==> src/rtl/hazard_ctrl_unit.sv <==
// Pipeline hazard controller: stall/flush/freeze generation for the
// 5-stage RV32 core, with saturating stall and flush event counters.
//
// Ports:
//   clk, reset (async, active-low)
//   rs1, rs2, useRs1, useRs2     : ID-stage source operands
//   rd_ID_EX, memRead_ID_EX      : EX-stage destination / load flag
//   branchTaken_EX, jump_ID_EX   : EX-stage redirect sources
//   memBusy                      : data memory wait, freezes the pipe
//   cntClr                       : synchronous clear of both counters
//   holdPC, hold_IF_ID, stall,
//   flush_IF_ID, flush, freeze   : pipeline control outputs
//   stallCount, flushCount       : saturating performance counters

module hazard_ctrl_unit #(
    parameter int FLUSH_CYCLES = 1,
    parameter int CNT_W        = 16
) (
    input  logic             clk,
    input  logic             reset,
    input  logic [4:0]       rs1,
    input  logic [4:0]       rs2,
    input  logic             useRs1,
    input  logic             useRs2,
    input  logic [4:0]       rd_ID_EX,
    input  logic             memRead_ID_EX,
    input  logic             branchTaken_EX,
    input  logic             jump_ID_EX,
    input  logic             memBusy,
    input  logic             cntClr,
    output logic             holdPC,
    output logic             hold_IF_ID,
    output logic             stall,
    output logic             flush_IF_ID,
    output logic             flush,
    output logic             freeze,
    output logic [CNT_W-1:0] stallCount,
    output logic [CNT_W-1:0] flushCount
);

    typedef enum logic [1:0] {
        RUN     = 2'd0,
        FLUSH   = 2'd1,
        MEMWAIT = 2'd2
    } state_t;

    localparam logic [1:0]       FLUSH_INIT = 2'(FLUSH_CYCLES - 1);
    localparam logic [CNT_W-1:0] CNT_MAX    = {CNT_W{1'b1}};

    state_t           r_state;
    logic [1:0]       r_flushRem;
    logic [CNT_W-1:0] r_stallCount;
    logic [CNT_W-1:0] r_flushCount;

    state_t     w_eff;
    state_t     w_state_nxt;
    logic [1:0] w_rem_nxt;
    logic       w_redir;
    logic       w_lu;
    logic       w_redir_evt;
    logic       w_holdPC;
    logic       w_hold_IF_ID;
    logic       w_stall;
    logic       w_flush_IF_ID;
    logic       w_flush;
    logic       w_freeze;

    assign w_redir = branchTaken_EX | jump_ID_EX;

    assign w_lu = memRead_ID_EX & (rd_ID_EX != 5'd0) &
                  ((useRs1 & (rs1 == rd_ID_EX)) |
                   (useRs2 & (rs2 == rd_ID_EX)));

    // Leaving MEMWAIT resumes whatever the freeze interrupted, so the
    // cycle is evaluated as FLUSH or RUN depending on pending flushes.
    always_comb begin
        w_eff = r_state;
        if (r_state == MEMWAIT) begin
            w_eff = (r_flushRem != 2'd0) ? FLUSH : RUN;
        end
    end

    // State register
    always_ff @(posedge clk or negedge reset) begin
        if (!reset) begin
            r_state    <= RUN;
            r_flushRem <= 2'd0;
        end else begin
            r_state    <= w_state_nxt;
            r_flushRem <= w_rem_nxt;
        end
    end

    // Next-state logic
    always_comb begin
        w_state_nxt = w_eff;
        w_rem_nxt   = r_flushRem;
        w_redir_evt = 1'b0;
        if (memBusy) begin
            w_state_nxt = MEMWAIT;
        end else begin
            case (w_eff)
                FLUSH: begin
                    w_rem_nxt   = r_flushRem - 2'd1;
                    w_state_nxt = (r_flushRem == 2'd1) ? RUN : FLUSH;
                end
                RUN: begin
                    if (w_redir) begin
                        w_redir_evt = 1'b1;
                        if (FLUSH_CYCLES > 1) begin
                            w_rem_nxt   = FLUSH_INIT;
                            w_state_nxt = FLUSH;
                        end
                    end
                end
                default: w_state_nxt = RUN;
            endcase
        end
    end

    // Output logic
    always_comb begin
        w_holdPC      = 1'b0;
        w_hold_IF_ID  = 1'b0;
        w_stall       = 1'b0;
        w_flush_IF_ID = 1'b0;
        w_flush       = 1'b0;
        w_freeze      = 1'b0;
        if (memBusy) begin
            w_freeze     = 1'b1;
            w_holdPC     = 1'b1;
            w_hold_IF_ID = 1'b1;
        end else if (w_eff == FLUSH) begin
            w_flush_IF_ID = 1'b1;
            w_flush       = 1'b1;
        end else if (w_redir) begin
            w_flush_IF_ID = 1'b1;
            w_flush       = 1'b1;
        end else if (w_lu) begin
            w_holdPC     = 1'b1;
            w_hold_IF_ID = 1'b1;
            w_stall      = 1'b1;
        end
    end

    // Reset must silence the controls even though they are combinational.
    assign holdPC      = reset & w_holdPC;
    assign hold_IF_ID  = reset & w_hold_IF_ID;
    assign stall       = reset & w_stall;
    assign flush_IF_ID = reset & w_flush_IF_ID;
    assign flush       = reset & w_flush;
    assign freeze      = reset & w_freeze;

    always_ff @(posedge clk or negedge reset) begin
        if (!reset) begin
            r_stallCount <= '0;
            r_flushCount <= '0;
        end else if (cntClr) begin
            r_stallCount <= '0;
            r_flushCount <= '0;
        end else begin
            if (w_holdPC && (r_stallCount != CNT_MAX)) begin
                r_stallCount <= r_stallCount + 1'b1;
            end
            if (w_redir_evt && (r_flushCount != CNT_MAX)) begin
                r_flushCount <= r_flushCount + 1'b1;
            end
        end
    end

    assign stallCount = r_stallCount;
    assign flushCount = r_flushCount;

endmodule
==> config.mk <==
export PLATFORM = sky130hd
export DESIGN_NAME = hazard_ctrl_unit
export DESIGN_NICKNAME = d
export VERILOG_FILES = /design/src/rtl/hazard_ctrl_unit.sv
export SDC_FILE = /design/constraint.sdc
export NUM_CORES = 1
export LEC_CHECK = 0
export CAP_MARGIN = 10
export CORE_AREA = 4 4 74 76
export CTS_BUF_LIST = sky130_fd_sc_hd__clkbuf_4
export DETAILED_ROUTE_END_ITERATION = 16
export DIE_AREA = 0 0 78 80
export PLACE_DENSITY_LB_ADDON = 0.1
export SLEW_MARGIN = 20
export SYNTH_ARGS = -nofsm -noshare
export SYNTH_HDL_FRONTEND = slang
export SYNTH_SLANG_ARGS = --single-unit
export TNS_END_PERCENT = 1
==> constraint.sdc <==
create_clock -name clk -period 5.9 [get_ports clk]
set_input_delay 1.18 -clock clk [delete_from_list [all_inputs] [get_ports clk]]
set_output_delay 1.18 -clock clk [all_outputs]
set_load 0.01 [all_outputs]
### Word-level counts from Yosys, hierarchy flattened

Index checks and enable logic that the tools add are counted.

| word-level totals | value |
|---|---|
| bits in latches | 0 |
| memories | 0 |
| input port bits | 24 |
| output and inout port bits | 38 |
| bits in registers | 36 |
| word-level logic and storage cells | 53 |
| memory bits (read-only) | 0 |
| bits in writable memories | 0 |

| cells by class | value |
|---|---|
| muxes and demuxes | 20 |
| equal/unequal tests | 7 |
| reduce and logical (&&, ||, !) cells | 8 |
| div/mod/pow operators | 0 |
| magnitude comparators | 0 |
| multipliers | 0 |
| add/sub/neg operators | 3 |
| bitwise gates (word level) | 11 |
| shift-type cells | 0 |

Operators with widths:

| cell | count |
|---|---|
| 2-to-1 mux 16 bit | 4 |
| adder 16 x 1 -> 16 bit (second input constant) | 2 |
| != test 16 bit (second input constant) | 2 |
| 2-to-1 mux 1 bit | 13 |
| == test 5 bit | 2 |
| AND 1 bit | 8 |
| nonzero test 2 bit | 3 |
| nonzero test 5 bit | 1 |
| == test 2 x 1 -> 1 bit (second input constant) | 2 |
| 2-to-1 mux 2 bit | 2 |
| one-hot mux 2 bit (2 select lines) | 1 |
| == test 2 bit (second input constant) | 1 |
| logical AND 1 bit | 2 |
| logical NOT 2 bit | 1 |
| OR 1 bit | 2 |
| AND reduction 2 bit | 1 |
| subtractor 2 x 1 -> 2 bit (second input constant) | 1 |
| NOT 1 bit | 1 |

### Longest topological paths before layout

| logic depth | value |
|---|---|
| word-level depth | 11 |
| gate-level depth with buffers | 10 |
| gate-level depth less buffers | 8 |

### Least setup slack after synthesis

OpenSTA, ideal clock, no wires.

| path | value |
|---|---|
| kind | input -> output |
| start point | in rd_ID_EX[1] |
| end point | out hold_IF_ID |
| arrival time | 2.561 ns |
| stages | 6 |
| path buffers | 1 |
| data required time | 4.720 ns |
| path slack | 2.159 ns |
| cells stage by stage | or4_1 > o21ai_2 > nor2_1 > a21oi_2 > and2b_1 > buf_4 |

| between the ends | value |
|---|---|
| word-level cells in the longest chain between the ends | 9 |
| elaborated cells between the ends (all ways) | 13 |
| those cells by class | 2 x eq/ne; 4 x mux; 6 x bitwise; 1 x reduce/logical |

RTL lines:

| item | line | source |
|---|---|---|
| from (decl) | 25 | `input logic [4:0] rd_ID_EX,` |
| == test 5 bit, on equally long branches | 71, 72 |  |
| AND 1 bit, on equally long branches | 71, 72 |  |
| OR 1 bit | 71 | `((useRs1 & (rs1 == rd_ID_EX)) \|` |
| AND 1 bit * | 70 | `assign w_lu = memRead_ID_EX & (rd_ID_EX != 5'd0) &` |
| 2-to-1 mux 1 bit * (4 in a row) | -- |  |
| AND 1 bit * | -- |  |
| to (decl) | 32 | `output logic hold_IF_ID,` |

Mark *: on every way between the ends. The rest lies on a longest branch, timed or not.

### Worst setup path in the final report

| path | value |
|---|---|
| start point | in rd_ID_EX[1] |
| end point | out holdPC |

| between the ends | value |
|---|---|
| word-level cells in the longest chain between the ends | 9 |
| elaborated cells between the ends (all ways) | 13 |
| those cells by class | 2 x eq/ne; 4 x mux; 6 x bitwise; 1 x reduce/logical |

RTL lines:

| item | line | source |
|---|---|---|
| == test 5 bit, on equally long branches | 71, 72 |  |
| AND 1 bit, on equally long branches | 71, 72 |  |
| OR 1 bit | 71 |  |
| AND 1 bit * | 70 |  |
| 2-to-1 mux 1 bit * | 139 | `end else if (w_lu) begin` |
| 2-to-1 mux 1 bit * | 136 | `end else if (w_redir) begin` |
| 2-to-1 mux 1 bit * | 133 | `end else if (w_eff == FLUSH) begin` |
| 2-to-1 mux 1 bit * | 129 | `if (memBusy) begin` |
| AND 1 bit * | 147 | `assign holdPC = reset & w_holdPC;` |
| to (decl) | 31 | `output logic holdPC,` |

Marks and branches as above.

==> results summary <==
The core area is ~4700 um2. The number of setup buffers added after CTS is 0. Static timing analysis puts the maximum clock frequency at approximately 220 MHz.

The post-synthesis sequential element count is 36. The number of antenna violations at the first check in global routing is 0. The top cell type by total area after synthesis is sky130_fd_sc_hd__dfrtp_1.

Yosys mapped the design onto 49 distinct sky130hd cell types. The number of hold violations in the final report was 0. The power share of the combinational group came out at 0.209. The clock latency on the worst-skew pair is between 0.3 and 0.4 ns. The share of total power dissipated in sequential elements is 0.531. The placed cell count came out at ~350. For this block, the initial DRC count from the detailed router was 66. The total routed wirelength came out at about 4.8 mm. Counting the buffers created by CTS gives 5.

The highest metal layer carrying signal wires in the routed design is met4. The initial standard-cell utilization of the core came out at 0.453. By area the synthesized netlist is led by sky130_fd_sc_hd__dfrtp_1 (42%), sky130_fd_sc_hd__xnor2_1 (6.5%), sky130_fd_sc_hd__nor2_1 (4.4%), sky130_fd_sc_hd__nand3_1 (3.7%), sky130_fd_sc_hd__a21oi_1 (3.3%). For the final database, setup skew stands at between 0.01 and 0.015 ns.

Of the total power, the clock network draws 0.260. In this run, synthesis inferred 0 flip-flops with an integrated enable. In the final routing, the length of wire on met1 measures about 2.3 mm. Of the post-synthesis cell area, the dominant cell type holds 0.421. The synthesized-area fraction occupied by and/or/nand/nor cells came out at 0.271. The total leakage power came out at about 1.1 nW. Along the worst hold path, the cell count comes to 2. The cell area after synthesis is around 2100 um2.

62 I/O pins were placed. The count of instances resized after the clock tree is built came out at 0. The critical path in this run is classified as in -> out.

The final-stage net count is 315. The die outline area came out at around 6200 um2. The total of warnings raised by yosys came out at 0. The dominant combinational cell family by area after synthesis is simple AND/OR/NAND/NOR gates.

The first-pass detailed-route iteration total came out at 4. The remaining antenna violation count after routing is 0. The number of vias per cell came out at between 5 and 6. The switching power came out at roughly 0.00014 W. In the final layout, the share of cells above drive strength 1 is 0.0660. The total global routing overflow is 0.

The share of synthesized registers carrying an async set or reset is 1.00. Dividing total power by cell area gives a power density of approximately 180 nW/um2. For this run, the share of the core covered by cells in the final layout is 0.597. The maximum number of pins on one net before global-route repair came out at around 40.

The xor/xnor cell area share of the yosys netlist came out at 0.0982. The number of antenna diodes in the final layout is 0. The net count after synthesis is between 200 and 300. Clock tree synthesis found a total of 36 sinks.

The total of max-cap violations is 0. The worst endpoint required time came out at roughly 4.7 ns. Headroom to the max-slew limit came out at 0.414. The root buffer cell chosen for the clock tree is sky130_fd_sc_hd__clkbuf_4. Leaving out fill and tap cells, the most frequent cells in the layout are sky130_fd_sc_hd__clkdlybuf4s50_1 (60), sky130_fd_sc_hd__dfrtp_1 (36), sky130_fd_sc_hd__nor2_1 (25). The post-layout instance count excluding filler cells came out at ~360. The via count of the first global-routing pass is roughly 1,700. Detailed routing placed a total of 210 um of wire on met3. The average cell area after synthesis came out at approximately 9.3 um2. Internal power comes to 0.000363 W.

TritonCTS built the clock tree. Routability-driven placement finished with a final weighted congestion of 0.808. The share of cell area taken by muxes after synthesis is 0.0193.

The global-route usage over all layers is 0.159. The dominant synthesized flop cell is sky130_fd_sc_hd__dfrtp_1. The number of hold buffers added after CTS was 0. The share of the clock period used by the worst path after layout came out at 0.786. The worst setup path is captured at an output port.

The HPWL after detailed placement is between 3 and 4 mm. After detailed routing, the number of remaining DRC violations is 0. During placement, the flow inserted port buffers numbering between 60 and 70.

Of the total power, the share spent switching nets is 0.282. The number of max-slew violations in the final report came out at 0. The maximum ir drop on the vdd rail came out at approximately 0.11 mV.

The via count came out at roughly 1,900. Of the total synthesized cell area, the portion taken by full adders, half adders and majority gates is 0.0234. The data arrival time at the worst-slack endpoint came out at between 3 and 4 ns. The compound-cell area share of the yosys netlist came out at 0.120.

The total negative slack is 0 ns. The chip width came out at 78 um. The number of setup violations in the final report is 0. The worst setup path is launched from an input port. The path type of the worst min-delay path is reg -> reg.

The maximum fanout encountered on the critical timing path is 8. The H-tree level count is 2. At the pin with the least slew margin, the transition time is slightly below 0.9 ns. For the worst flop-to-flop path, the logic depth is 6. The smallest clock period supported by the final layout is computed as around 4.6 ns. The relative area change from synthesis to final layout came out at 31.7%. In the final routed layout, each cell accounts on average for roughly 14 um. The cell count after synthesis came out at roughly 230. Setup repair after global routing left no endpoint under its margin.

The pre-CTS worst setup slack is 1.24 ns. The part of the Yosys area used for sequential elements is 0.421. The flow ran to the end, and the final reports show no timing, DRC or antenna violations.

The first-pass GRT wire length came out at between 8 and 9 mm. The number of cell rows came out at 25. In this run the deepest clock path goes through 2 buffers.

After clock tree synthesis, the clock-pin slew on the worst setup and hold paths is approximately 0.10 ns. The length of routed met2 wiring is around 2.3 mm. The library cell used most frequently in the layout, excluding fill and tap cells, is sky130_fd_sc_hd__clkdlybuf4s50_1. The slack of the critical path came out at ~1.3 ns. The height of the chip came out at 80 um.
[layout make-up]
class                      count  area (um2)
multi-input combinational    175        1140
clock buffer                   6        45.0
inverter                       7        26.3
clock inverter                 2        11.3
timing repair buffer          62         613
tap                           67        83.8
fill                         416        1900
sequential                    36         901
[registers in the layout, indices dropped and copies added, names as in the netlist]
signal,count
flushCount,16
stallCount,16
r_flushRem,2
r_state,2
[worst max-delay path, cell delays in order]
cell	delay (ns)
sky130_fd_sc_hd__clkdlybuf4s50_1	0.48
sky130_fd_sc_hd__or4_1	0.56
sky130_fd_sc_hd__o21ai_2	0.16
sky130_fd_sc_hd__nor2_1	0.08
sky130_fd_sc_hd__a21oi_2	0.28
sky130_fd_sc_hd__and2b_1	0.24
sky130_fd_sc_hd__clkdlybuf4s50_1	0.48
[power by group through the flow]
stage | clock network (W) | registers [W] | logic (W)
finish | 0.000131 | 0.000268 | 0.000106
global route | 0.000147 | 0.000270 | 0.000120
CTS | 0.000137 | 0.000269 | 0.000107
detailed placement | 0 | 0.000273 | 0.000107
global placement | 0 | 0.000273 | 0.000104
floorplan | 0 | 0.000273 | 0.0000637
[kinds of logic after synthesis]
| group | after synthesis |
|---|---|
| fa+ha+maj | 4 |
| mux | 4 |
| compound gates | 41 |
| xor+xnor | 24 |
| simple gates | 102 |
| buf+inv | 18 |
| flops | 36 |
[per-stage QoR]
stage	area (um2)	power, W	hold slack, ns
2_1_floorplan	2140	0.000337	0.503
3_3_place_gp	2760	0.000377	0.537
3_5_place_dp	2760	0.000380	0.559
4_1_cts	2820	0.000513	0.577
5_1_grt	2820	0.000537	0.593
6_report	2820	0.000505	0.572
[cells in the mapped netlist (6+ instances only)]
cell and number:
sky130_fd_sc_hd__a21oi_1 14, sky130_fd_sc_hd__or3_1 10, sky130_fd_sc_hd__o21ai_1 7, sky130_fd_sc_hd__xnor2_1 16
sky130_fd_sc_hd__nand3_1 16, sky130_fd_sc_hd__dfrtp_1 36, sky130_fd_sc_hd__and3_1 6, sky130_fd_sc_hd__xor2_1 8
sky130_fd_sc_hd__nor2_1 25, sky130_fd_sc_hd__nand2_1 11, sky130_fd_sc_hd__inv_1 7
[per-layer routing]
metal / GRT usage / vias up
li1: - / 937
met1: 0.202 / 900
met2: 0.270 / 36
met3: 0.0474 / 2
met4: 0.0315 / 0
met5: 0 / -
[worst paths after layout]
check,from,end,slack (ns)
min reg2reg,r_flushRem[1]$_DFFE_PN0P_,r_flushRem[1]$_DFFE_PN0P_,0.57
max in group asynchronous,reset,stallCount[14]$_DFFE_PN0P_,4.39
min in group asynchronous,reset,flushCount[0]$_DFFE_PN0P_,0.96
min,r_flushRem[1]$_DFFE_PN0P_,r_flushRem[1]$_DFFE_PN0P_,0.57
max reg2reg,stallCount[0]$_DFFE_PN0P_,stallCount[1]$_DFFE_PN0P_,3.41
max,rd_ID_EX[1],holdPC,1.26
Power figures use the tool's default switching activity.
